**src/rtl/snax_acc_ctrl_pkg.sv**
```systemverilog
`default_nettype none
// ============================================================================
// Module  : snax_acc_ctrl_pkg
// Brief   : Shared types and helpers for the SNAX accelerator offload
//           controller: FSM state type, CSR map offsets, STATUS bit layout.
// Revision: 1.0 - initial release
// ============================================================================
package snax_acc_ctrl_pkg;

  // Controller sequencing states
  typedef enum logic [1:0] {
    IDLE   = 2'd0,
    LAUNCH = 2'd1,
    RUN    = 2'd2
  } ctrl_state_e;

  // STATUS register bit positions
  localparam int STATUS_BUSY_BIT  = 0;
  localparam int STATUS_START_BIT = 1;

  // The control CSRs sit directly above the configuration block
  function automatic int csr_start_addr(input int num_csr);
    return num_csr;
  endfunction

  function automatic int csr_status_addr(input int num_csr);
    return num_csr + 1;
  endfunction

  function automatic int csr_perf_addr(input int num_csr);
    return num_csr + 2;
  endfunction

endpackage
`default_nettype wire

```
**src/rtl/snax_acc_ctrl.sv**
```systemverilog
`default_nettype none
// ============================================================================
// Module  : snax_acc_ctrl
// Brief   : Offload controller between a Snitch accelerator port and a SNAX
//           accelerator datapath. Decodes CSR requests, holds configuration
//           registers, sequences launch/run/done and returns one response
//           per accepted request through a single-entry response register.
// Revision: 1.0 - initial release
// ============================================================================
module snax_acc_ctrl
  import snax_acc_ctrl_pkg::*;
#(
  parameter int NumCsr       = 8,
  parameter int CsrAddrWidth = 5,
  parameter int DataWidth    = 64
) (
  input  logic                    clk_i,
  input  logic                    rst_i,
  // Request channel from the core
  input  logic                    acc_qvalid_i,
  output logic                    acc_qready_o,
  input  logic [4:0]              acc_qid_i,
  input  logic                    acc_qwrite_i,
  input  logic [CsrAddrWidth-1:0] acc_qaddr_i,
  input  logic [31:0]             acc_qdata_i,
  // Response channel to the core
  output logic                    acc_pvalid_o,
  input  logic                    acc_pready_i,
  output logic [4:0]              acc_pid_o,
  output logic [DataWidth-1:0]    acc_pdata_o,
  output logic                    acc_perror_o,
  // Accelerator side
  output logic [NumCsr*32-1:0]    csr_o,
  output logic                    start_o,
  input  logic                    start_ready_i,
  input  logic                    done_i,
  output logic                    busy_o,
  output logic [31:0]             perf_cycles_o
);

  // CSR map boundaries expressed in the address width
  localparam logic [CsrAddrWidth-1:0] NUM_CSR_ADDR = CsrAddrWidth'(NumCsr);
  localparam logic [CsrAddrWidth-1:0] START_ADDR   = CsrAddrWidth'(csr_start_addr(NumCsr));
  localparam logic [CsrAddrWidth-1:0] STATUS_ADDR  = CsrAddrWidth'(csr_status_addr(NumCsr));
  localparam logic [CsrAddrWidth-1:0] PERF_ADDR    = CsrAddrWidth'(csr_perf_addr(NumCsr));

  ctrl_state_e                 state_q;
  ctrl_state_e                 state_d;
  logic [NumCsr-1:0][31:0]     csr_q;
  logic [31:0]                 perf_q;

  logic                        pvalid_q;
  logic [4:0]                  pid_q;
  logic [DataWidth-1:0]        pdata_q;
  logic                        perror_q;

  logic                        is_config;
  logic                        is_start;
  logic                        is_status;
  logic                        is_perf;
  logic                        is_unmapped;
  logic                        req_error;
  logic                        stall;
  logic                        accept;
  logic                        cfg_we;
  logic                        launch;
  logic [31:0]                 status_word;
  logic [31:0]                 rdata;
  logic [DataWidth-1:0]        resp_data;

  // Address decode of the incoming request
  assign is_config   = acc_qaddr_i < NUM_CSR_ADDR;
  assign is_start    = acc_qaddr_i == START_ADDR;
  assign is_status   = acc_qaddr_i == STATUS_ADDR;
  assign is_perf     = acc_qaddr_i == PERF_ADDR;
  assign is_unmapped = !(is_config || is_start || is_status || is_perf);

  // Errors: unmapped address, or a write to one of the read-only CSRs
  assign req_error = is_unmapped || (acc_qwrite_i && (is_status || is_perf));

  // Only error-free writes (CONFIG/START) wait for the accelerator to finish;
  // reads keep flowing so the core can poll STATUS while busy.
  assign stall  = busy_o && acc_qwrite_i && !req_error;

  assign acc_qready_o = (!pvalid_q || acc_pready_i) && !stall;
  assign accept       = acc_qvalid_i && acc_qready_o;
  assign cfg_we       = accept && acc_qwrite_i && is_config;
  assign launch       = (state_q == IDLE) && (state_d == LAUNCH);

  // Next-state and accelerator-facing outputs of the sequencing FSM
  always_comb begin
    state_d = state_q;
    start_o = 1'b0;
    busy_o  = 1'b0;
    unique case (state_q)
      IDLE: begin
        if (accept && acc_qwrite_i && is_start) state_d = LAUNCH;
      end
      LAUNCH: begin
        start_o = 1'b1;
        busy_o  = 1'b1;
        if (start_ready_i) state_d = RUN;
      end
      RUN: begin
        busy_o = 1'b1;
        if (done_i) state_d = IDLE;
      end
      default: state_d = IDLE;
    endcase
  end

  // FSM state register; reset drops start_o without waiting for a clock
  always_ff @(posedge clk_i or posedge rst_i) begin
    if (rst_i) state_q <= IDLE;
    else       state_q <= state_d;
  end

  // Configuration register file, written only by accepted CONFIG writes
  always_ff @(posedge clk_i or posedge rst_i) begin
    if (rst_i) begin
      csr_q <= '0;
    end else begin
      for (int k = 0; k < NumCsr; k++) begin
        if (cfg_we && (acc_qaddr_i == CsrAddrWidth'(k))) csr_q[k] <= acc_qdata_i;
      end
    end
  end

  assign csr_o = csr_q;

  // RUN-cycle counter: cleared at launch, saturating, held while idle
  always_ff @(posedge clk_i or posedge rst_i) begin
    if (rst_i) begin
      perf_q <= '0;
    end else if (launch) begin
      perf_q <= '0;
    end else if ((state_q == RUN) && (perf_q != 32'hFFFF_FFFF)) begin
      perf_q <= perf_q + 32'd1;
    end
  end

  assign perf_cycles_o = perf_q;

  // STATUS word assembled from the live controller state
  always_comb begin
    status_word                   = '0;
    status_word[STATUS_BUSY_BIT]  = busy_o;
    status_word[STATUS_START_BIT] = start_o;
  end

  // Read data mux; START and unmapped addresses read as zero
  always_comb begin
    rdata = '0;
    if (is_config) begin
      for (int k = 0; k < NumCsr; k++) begin
        if (acc_qaddr_i == CsrAddrWidth'(k)) rdata = csr_q[k];
      end
    end else if (is_status) begin
      rdata = status_word;
    end else if (is_perf) begin
      rdata = perf_q;
    end
  end

  assign resp_data = (acc_qwrite_i || req_error) ? '0 : DataWidth'(rdata);

  // Single-entry response register with back-to-back reload
  always_ff @(posedge clk_i or posedge rst_i) begin
    if (rst_i) begin
      pvalid_q <= 1'b0;
      pid_q    <= '0;
      pdata_q  <= '0;
      perror_q <= 1'b0;
    end else if (accept) begin
      pvalid_q <= 1'b1;
      pid_q    <= acc_qid_i;
      pdata_q  <= resp_data;
      perror_q <= req_error;
    end else if (pvalid_q && acc_pready_i) begin
      pvalid_q <= 1'b0;
    end
  end

  assign acc_pvalid_o = pvalid_q;
  assign acc_pid_o    = pid_q;
  assign acc_pdata_o  = pdata_q;
  assign acc_perror_o = perror_q;

endmodule
`default_nettype wire

```
**config.mk**
```make
export PLATFORM = sky130hd
export DESIGN_NAME = snax_acc_ctrl
export DESIGN_NICKNAME = d
export VERILOG_FILES = /design/src/rtl/snax_acc_ctrl_pkg.sv /design/src/rtl/snax_acc_ctrl.sv
export SDC_FILE = /design/constraint.sdc
export NUM_CORES = 1
export LEC_CHECK = 0
export CORE_UTILIZATION = 50
export CTS_CLUSTER_DIAMETER = 40
export DETAILED_ROUTE_END_ITERATION = 6
export PLACE_DENSITY = 0.85
export REMOVE_ABC_BUFFERS = 1
export SLEW_MARGIN = 30
export SYNTH_ARGS = -nofsm -noshare
export SYNTH_HDL_FRONTEND = slang
export SYNTH_SLANG_ARGS = --single-unit
export TNS_END_PERCENT = 10
```
**constraint.sdc**
```tcl
create_clock -name clk_i -period 33.1 [get_ports clk_i]
set_input_delay 6.62 -clock clk_i [delete_from_list [all_inputs] [get_ports clk_i]]
set_output_delay 6.62 -clock clk_i [all_outputs]
set_load 0.01 [all_outputs]
```
Word-level counts from Yosys, hierarchy flattened
Cells that the tools add are included.
Widths: inputs -> output; s select.
{"block": "totals", "reg_bits": 361, "latch_bits": 0, "ram_bits": 0, "mem_bits_ro": 0, "n_memories": 0}
{"block": "classes", "add_sub_neg": 1, "multipliers": 0, "div": 0, "magnitude_cmp": 1, "n_eq_ne": 14, "shifts": 0, "mux": 22, "bitwise_logic": 0, "reduce_logical": 35}
{"op": "$mux 32", "count": 14}
{"op": "$add 32x1->32 const B", "count": 1}
{"op": "$ne 32x32->1 const B", "count": 1}
{"op": "$eq 5x3->1 const B", "count": 4}
{"op": "$logic_and 1x1->1", "count": 19}
{"op": "$eq 5x4->1 const B", "count": 3}
{"op": "$eq 5x2->1 const B", "count": 2}
{"op": "$logic_or 1x1->1", "count": 7}
{"op": "$mux 2", "count": 3}
{"op": "$pmux 2 s3", "count": 1}
{"op": "$eq 5x1->1 const B", "count": 1}
{"op": "$logic_not 5->1", "count": 1}
{"op": "$lt 5x4->1 const B", "count": 1}
{"op": "$eq 2x1->1 const B", "count": 2}
{"op": "$logic_not 1->1", "count": 4}
{"op": "$mux 1", "count": 4}
{"op": "$reduce_bool 2->1", "count": 2}
{"op": "$eq 2x2->1 const B", "count": 1}
{"op": "$logic_not 2->1", "count": 1}
{"op": "$reduce_or 2->1", "count": 1}

Logic depth before layout (Yosys ltp)
{"block": "depth", "word_depth": 18, "mapped_depth": 10, "mapped_depth_nobuf": 7}

Worst setup path before layout
Ideal clock, no wire load.
{"block": "synth_path", "kind": "in2out", "start": "input port acc_qaddr_i[1]", "end": "output port acc_qready_o", "arrival_time_ns": 7.780, "required_time_ns": 26.480, "path_slack_ns": 18.700, "cell_stages": 4, "path_cell_list": "buf_2 > or3_1 > a211oi_1 > a21boi_0"}
{"block": "synth_via", "elab_chain_len": 10, "word_cells_on_any_way": 15, "cone_classes": "order compare: 1; eq/ne: 3; reduce/logical: 11"}
{"element": "start, declared", "line_no": "snax_acc_ctrl.sv:24", "source": "input logic [CsrAddrWidth-1:0] acc_qaddr_i,"}
{"element": "$lt 5x4->1 / $eq 5x4->1 (equally long branches)", "line_no": "snax_acc_ctrl.sv:72, snax_acc_ctrl.sv:73"}
{"element": "$logic_or 1x1->1 (3 in a row)", "line_no": "snax_acc_ctrl.sv:76", "source": "assign is_unmapped = !(is_config || is_start || is_status || is_perf);"}
{"element": "$logic_not 1->1", "line_no": "snax_acc_ctrl.sv:76"}
{"element": "$logic_or 1x1->1 (*)", "line_no": "snax_acc_ctrl.sv:79", "source": "assign req_error = is_unmapped || (acc_qwrite_i && (is_status || is_perf));"}
{"element": "$logic_not 1->1 (*)", "line_no": "snax_acc_ctrl.sv:83", "source": "assign stall = busy_o && acc_qwrite_i && !req_error;"}
{"element": "$logic_and 1x1->1 (*)", "line_no": "snax_acc_ctrl.sv:83"}
{"element": "$logic_not 1->1 (*)", "line_no": "snax_acc_ctrl.sv:85", "source": "assign acc_qready_o = (!pvalid_q || acc_pready_i) && !stall;"}
{"element": "$logic_and 1x1->1 (*)", "line_no": "snax_acc_ctrl.sv:85"}
{"element": "end, declared", "line_no": "snax_acc_ctrl.sv:21", "source": "output logic acc_qready_o,"}
Every way passes the cells marked *; elsewhere a longest branch is shown, timed or not.

Final worst setup path
{"block": "layout_path", "start": "input port acc_qaddr_i[4]", "end": "output port acc_qready_o"}
The elaborated chain is that of the path after synthesis.

==> impl_metrics.yaml <==
drt:
  starting_drt_drc_count: 1130
  wl_microns: 52600
  ant_nets: 0
  drt_first_pass_iters: 7
  routed_wire_length_per_instance_microns: 25.6
  detail_route.vias_per_cell: 6.22
  drt_drc_violations_left: 66
  detailroute.via_count: 12800
global_routing:
  globalRoute.totalOverflow: 0
  first_global_vias: 12900
  antenna_found_initial: 0
  use_met3_pct: 8.69
  wire_length_of_the_first_global_routing_pass_microns: 78000
  globalRoute.busiestLayer: "met2"
  groute.usage.overall_pct: 32.6
  grt_max_degree: 116
  groute.layer.met1.usage_pct: 40.7
  gr-usage-met2_pct: 52.8
cts:
  clockBufferDepth: 3
  tritoncts: "done"
  post-cts-setup-buffer-count: 0
  clkSinkCount: 329
  cts_buffers: 46
  cts.root.buffer_cell: "clkbuf_16"
  postCtsResizedCells: 0
  holdBufCountCts: 0
  clk_pin_slew_worst_paths_ps: 50
  ctsHtreeMaxLevel: 2
  worst_skew_pair.late_latency_ps: 560
worst_setup_path:
  rr_endpoint: "csr_o[138]$_DFFE_PP0P_"
  cp_max_fo: 20
  cp_top_delay_family: "buffers and inverters"
  timing.rr.start: "state_q[0]$_DFF_PP0_"
  path_cells: "clkdlybuf4s50_1, a211oi_1, a21boi_0, clkdlybuf4s50_1"
  crit_path_end_kind: "primary output"
  critical_path.slowest_cell: "a211oi_1"
  kind_of_start_point_of_the_critical_path: "input port"
  critical-path-top-cell-by-count: "clkdlybuf4s50_1"
  worstPathBufferInverterCount: 2
  setup.reg_to_reg.worst_slack_ps: 29960
  r2r_cells: 7
  timing.setup.critical_path_class: "input port to primary output"
  required_ps: 26480
  worstPathArrival_ps: 9080
  slowest_delay_ps: 870
synth:
  synth_mux_area_share_pct: 24.1
  yosys.area_share.xor_xnor_pct: 0.446
  synth_top_family_by_area: "multiplexers"
  dominantRegCellSynth: "dfrtp_1"
  syn_inst: 1268
  synth_compound_gate_area_share_pct: 11.0
  synthDistinctLibCells: 66
  netlist_area_sq_um: 15700
  ys.warnings.count: 0
  synth.yosys.seq_area_share_pct: 52.5
  ys_ff_latch: 329
  synth-async-reset-ratio_pct: 100
  synth-adder-area-share_pct: 0.399
  post_synth_simple_gate_area_pct: 7.34
  synth_area_per_inst_sq_um: 12.4
  synth-edff-count: 0
die:
  ioPinCount: 411
  initial_core_utilization_pct: 51.0
  die_h_microns: 179
  fp-row-count: 64
  core_area_sq_um: 30700
  die_width_microns: 179
  floorplan.die_area_sq_um: 32100
placement:
  detailed_place.area_sq_um: 19700
  detailedPlacementHpwl_microns: 33700
  gp_routability_congestion: 0.846
  place.port_buffers: 378
min_path:
  hold_path_end: "acc_pdata_o[28]$_DFFE_PP0P_"
  worstHoldPathType: "flip-flop to flip-flop"
  holdCritStartpoint: "acc_pdata_o[28]$_DFFE_PP0P_"
  whs_path_depth: 1
sta:
  setup_viol: 0
  max_freq_mhz: 63.7
  fin_crit_ps: 15700
  hold_viol: 0
  timing.setup.tns_ps: 0
  hold-worst-slack_ps: 484
  period_share_pct: 47.4
  unrepaired_setup_endpoints_after_global_routing: "no"
  tightestPinTransition_ps: 1000
  maxSlewHeadroom_pct: 33.1
  final-max-slew-violation-count: 0
  final_worst_clock_skew_ps: 27.8
pwr:
  design_power_total_mw: 1.33
  pwr_density_cell_nw_per_um2: 62.6
  ir_worst_vdd_mv: 0.0509
  cellLeakagePower_nw: 9.64
cells_and_area:
  fillers: 2184
  ratio_of_cells_with_drive_above_1_in_the_final_layout_pct: 25.2
  sequential_cell_area_sq_um: 8230
  layout.nets: 1676
  fin_area_sq_um: 21200
  area.growth.synth_to_final_pct: 35.2
  multi_input_area_sq_um: 7040
  antennaDiodeCount: 0
outcome:
  status: "complete, but fails checks"
  failing_checks: "DRC"
job:
  maxCapViolCount: 0
synthesized netlist by cell type, types with 3 or more instances:
| cell | n | area (sq um) |
|---|---|---|
| nor4_1 | 3 | 18.8 |
| o21ai_0 | 17 | 85.1 |
| o31ai_1 | 9 | 67.6 |
| or3_1 | 11 | 68.8 |
| o2bb2ai_1 | 23 | 201 |
| a2bb2oi_1 | 5 | 43.8 |
| nand3_1 | 14 | 70.1 |
| mux2_1 | 13 | 146 |
| ha_1 | 5 | 62.6 |
| buf_2 | 29 | 145 |
| nor2_1 | 82 | 308 |
| buf_4 | 32 | 240 |
| a211oi_1 | 25 | 188 |
| nand4_1 | 15 | 93.8 |
| a21oi_1 | 18 | 90.1 |
| nand2b_1 | 5 | 31.3 |
| mux2i_1 | 43 | 430 |
| dfrtp_1 | 329 | 8230 |
| o211ai_1 | 4 | 30.0 |
| a221oi_1 | 23 | 201 |
| clkbuf_1 | 46 | 173 |
| and3_1 | 5 | 31.3 |
| xor2_1 | 7 | 61.3 |
| o311a_1 | 6 | 60.1 |
| a31oi_1 | 6 | 37.5 |
| o21ai_1 | 6 | 30.0 |
| nor2b_1 | 4 | 25.0 |
| buf_1 | 9 | 33.8 |
| mux4_2 | 6 | 135 |
| a21oi_2 | 7 | 61.3 |
| or4_1 | 11 | 82.6 |
| a22o_1 | 5 | 43.8 |
| nand2_1 | 61 | 229 |
| a22oi_1 | 27 | 203 |
| a211o_1 | 24 | 210 |
| inv_1 | 8 | 30.0 |
| mux2_2 | 273 | 3070 |
| nor3_1 | 13 | 65.1 |
layer usage:
layer  part of all wire, %  wire (microns)
met3                   9.9            5190
met1                    39           20400
met5                     0               0
met4                   4.1            2150
met2                    47           24800
state kept, by name, summed over array words and instances, names as in the netlist:
| register | cells |
|---|---|
| acc_pdata_o | 32 |
| acc_perror_o | 1 |
| acc_pid_o | 5 |
| acc_pvalid_o | 1 |
| csr_o | 256 |
| perf_cycles_o | 32 |
| state_q | 2 |
where the power goes:
part | switching, mW | leakage, nW | total, mW | internal (mW)
Combinational | 0.135 | 4.47 | 0.303 | 0.168
Clock | 0.197 | 0.728 | 0.479 | 0.282
Sequential | 0.0834 | 4.44 | 0.546 | 0.462
stage by stage:
stage / instances / util [%] / setup slack [ps]
2_1_floorplan: 1181 / - / 17370
4_1_cts: 2056 / 68.9 / 17420
6_report: 2056 / 69.0 / 17400
5_1_grt: 2056 / 69.0 / 17340
3_5_place_dp: 1970 / 64.0 / 17420
3_3_place_gp: 1969 / 63.8 / 17540
cells in the final DEF (no fill, tap or decap), drive strengths merged, types with 6 or more instances in the layout:
cell             n
mux4             6
mux2i           43
clkinv          11
or3             11
clkbuf          56
nand4           16
nor3            13
dfrtp          329
o2bb2ai         23
a31oi            6
nand2           61
a211oi          25
or4             11
clkdlybuf4s50  374
a221oi          23
o31ai            9
buf             19
xor2             7
mux2           286
a21oi           25
inv             20
o21ai           23
nor2            83
a22oi           27
conb            32
clkinvlp         7
o311a            6
nand3           14
a211o           24
worst reg2reg max path, stage by stage, from the launching register on:
cell and delay (ps):
dfrtp_1 420, inv_1 110, ha_1 360, inv_1 50, a211oi_1 690, nor3_1 320, nand2_4 600, mux2_2 440
cell families (layout without fill, tap and decap cells):
group | count (synthesis) | count (layout)
multiplexers | 335 | 335
flip-flops | 329 | 329
AND/OR/NAND/NOR | 239 | 239
AO/OA/AOI/OAI | 224 | 224
buffers and inverters | 127 | 488
XOR/XNOR | 8 | 8
adder cells (fa/ha/maj) | 5 | 5
other | 1 | 32
layout make-up:
class | count | area share, %
Inverter | 9 | 0.195
Multi-Input combinational cell | 843 | 33.2
Clock inverter | 30 | 1.30
Clock buffer | 56 | 5.84
Tap cell | 396 | 2.34
Timing Repair Buffer | 393 | 18.3
Sequential cell | 329 | 38.8
worst max path at each step:
stage,from,endpoint,slack [ps],cells after the start
floorplan,rst_i,acc_pdata_o[0]$_DFFE_PP0P_,17370,1
global placement,acc_qaddr_i[3],acc_qready_o,17540,4
detailed placement,acc_qaddr_i[3],acc_qready_o,17420,4
CTS,acc_qaddr_i[3],acc_qready_o,17420,4
global route,acc_qaddr_i[4],acc_qready_o,17340,4
finish,acc_qaddr_i[4],acc_qready_o,17400,4
Note: power is estimated with default switching activity, not from simulation.
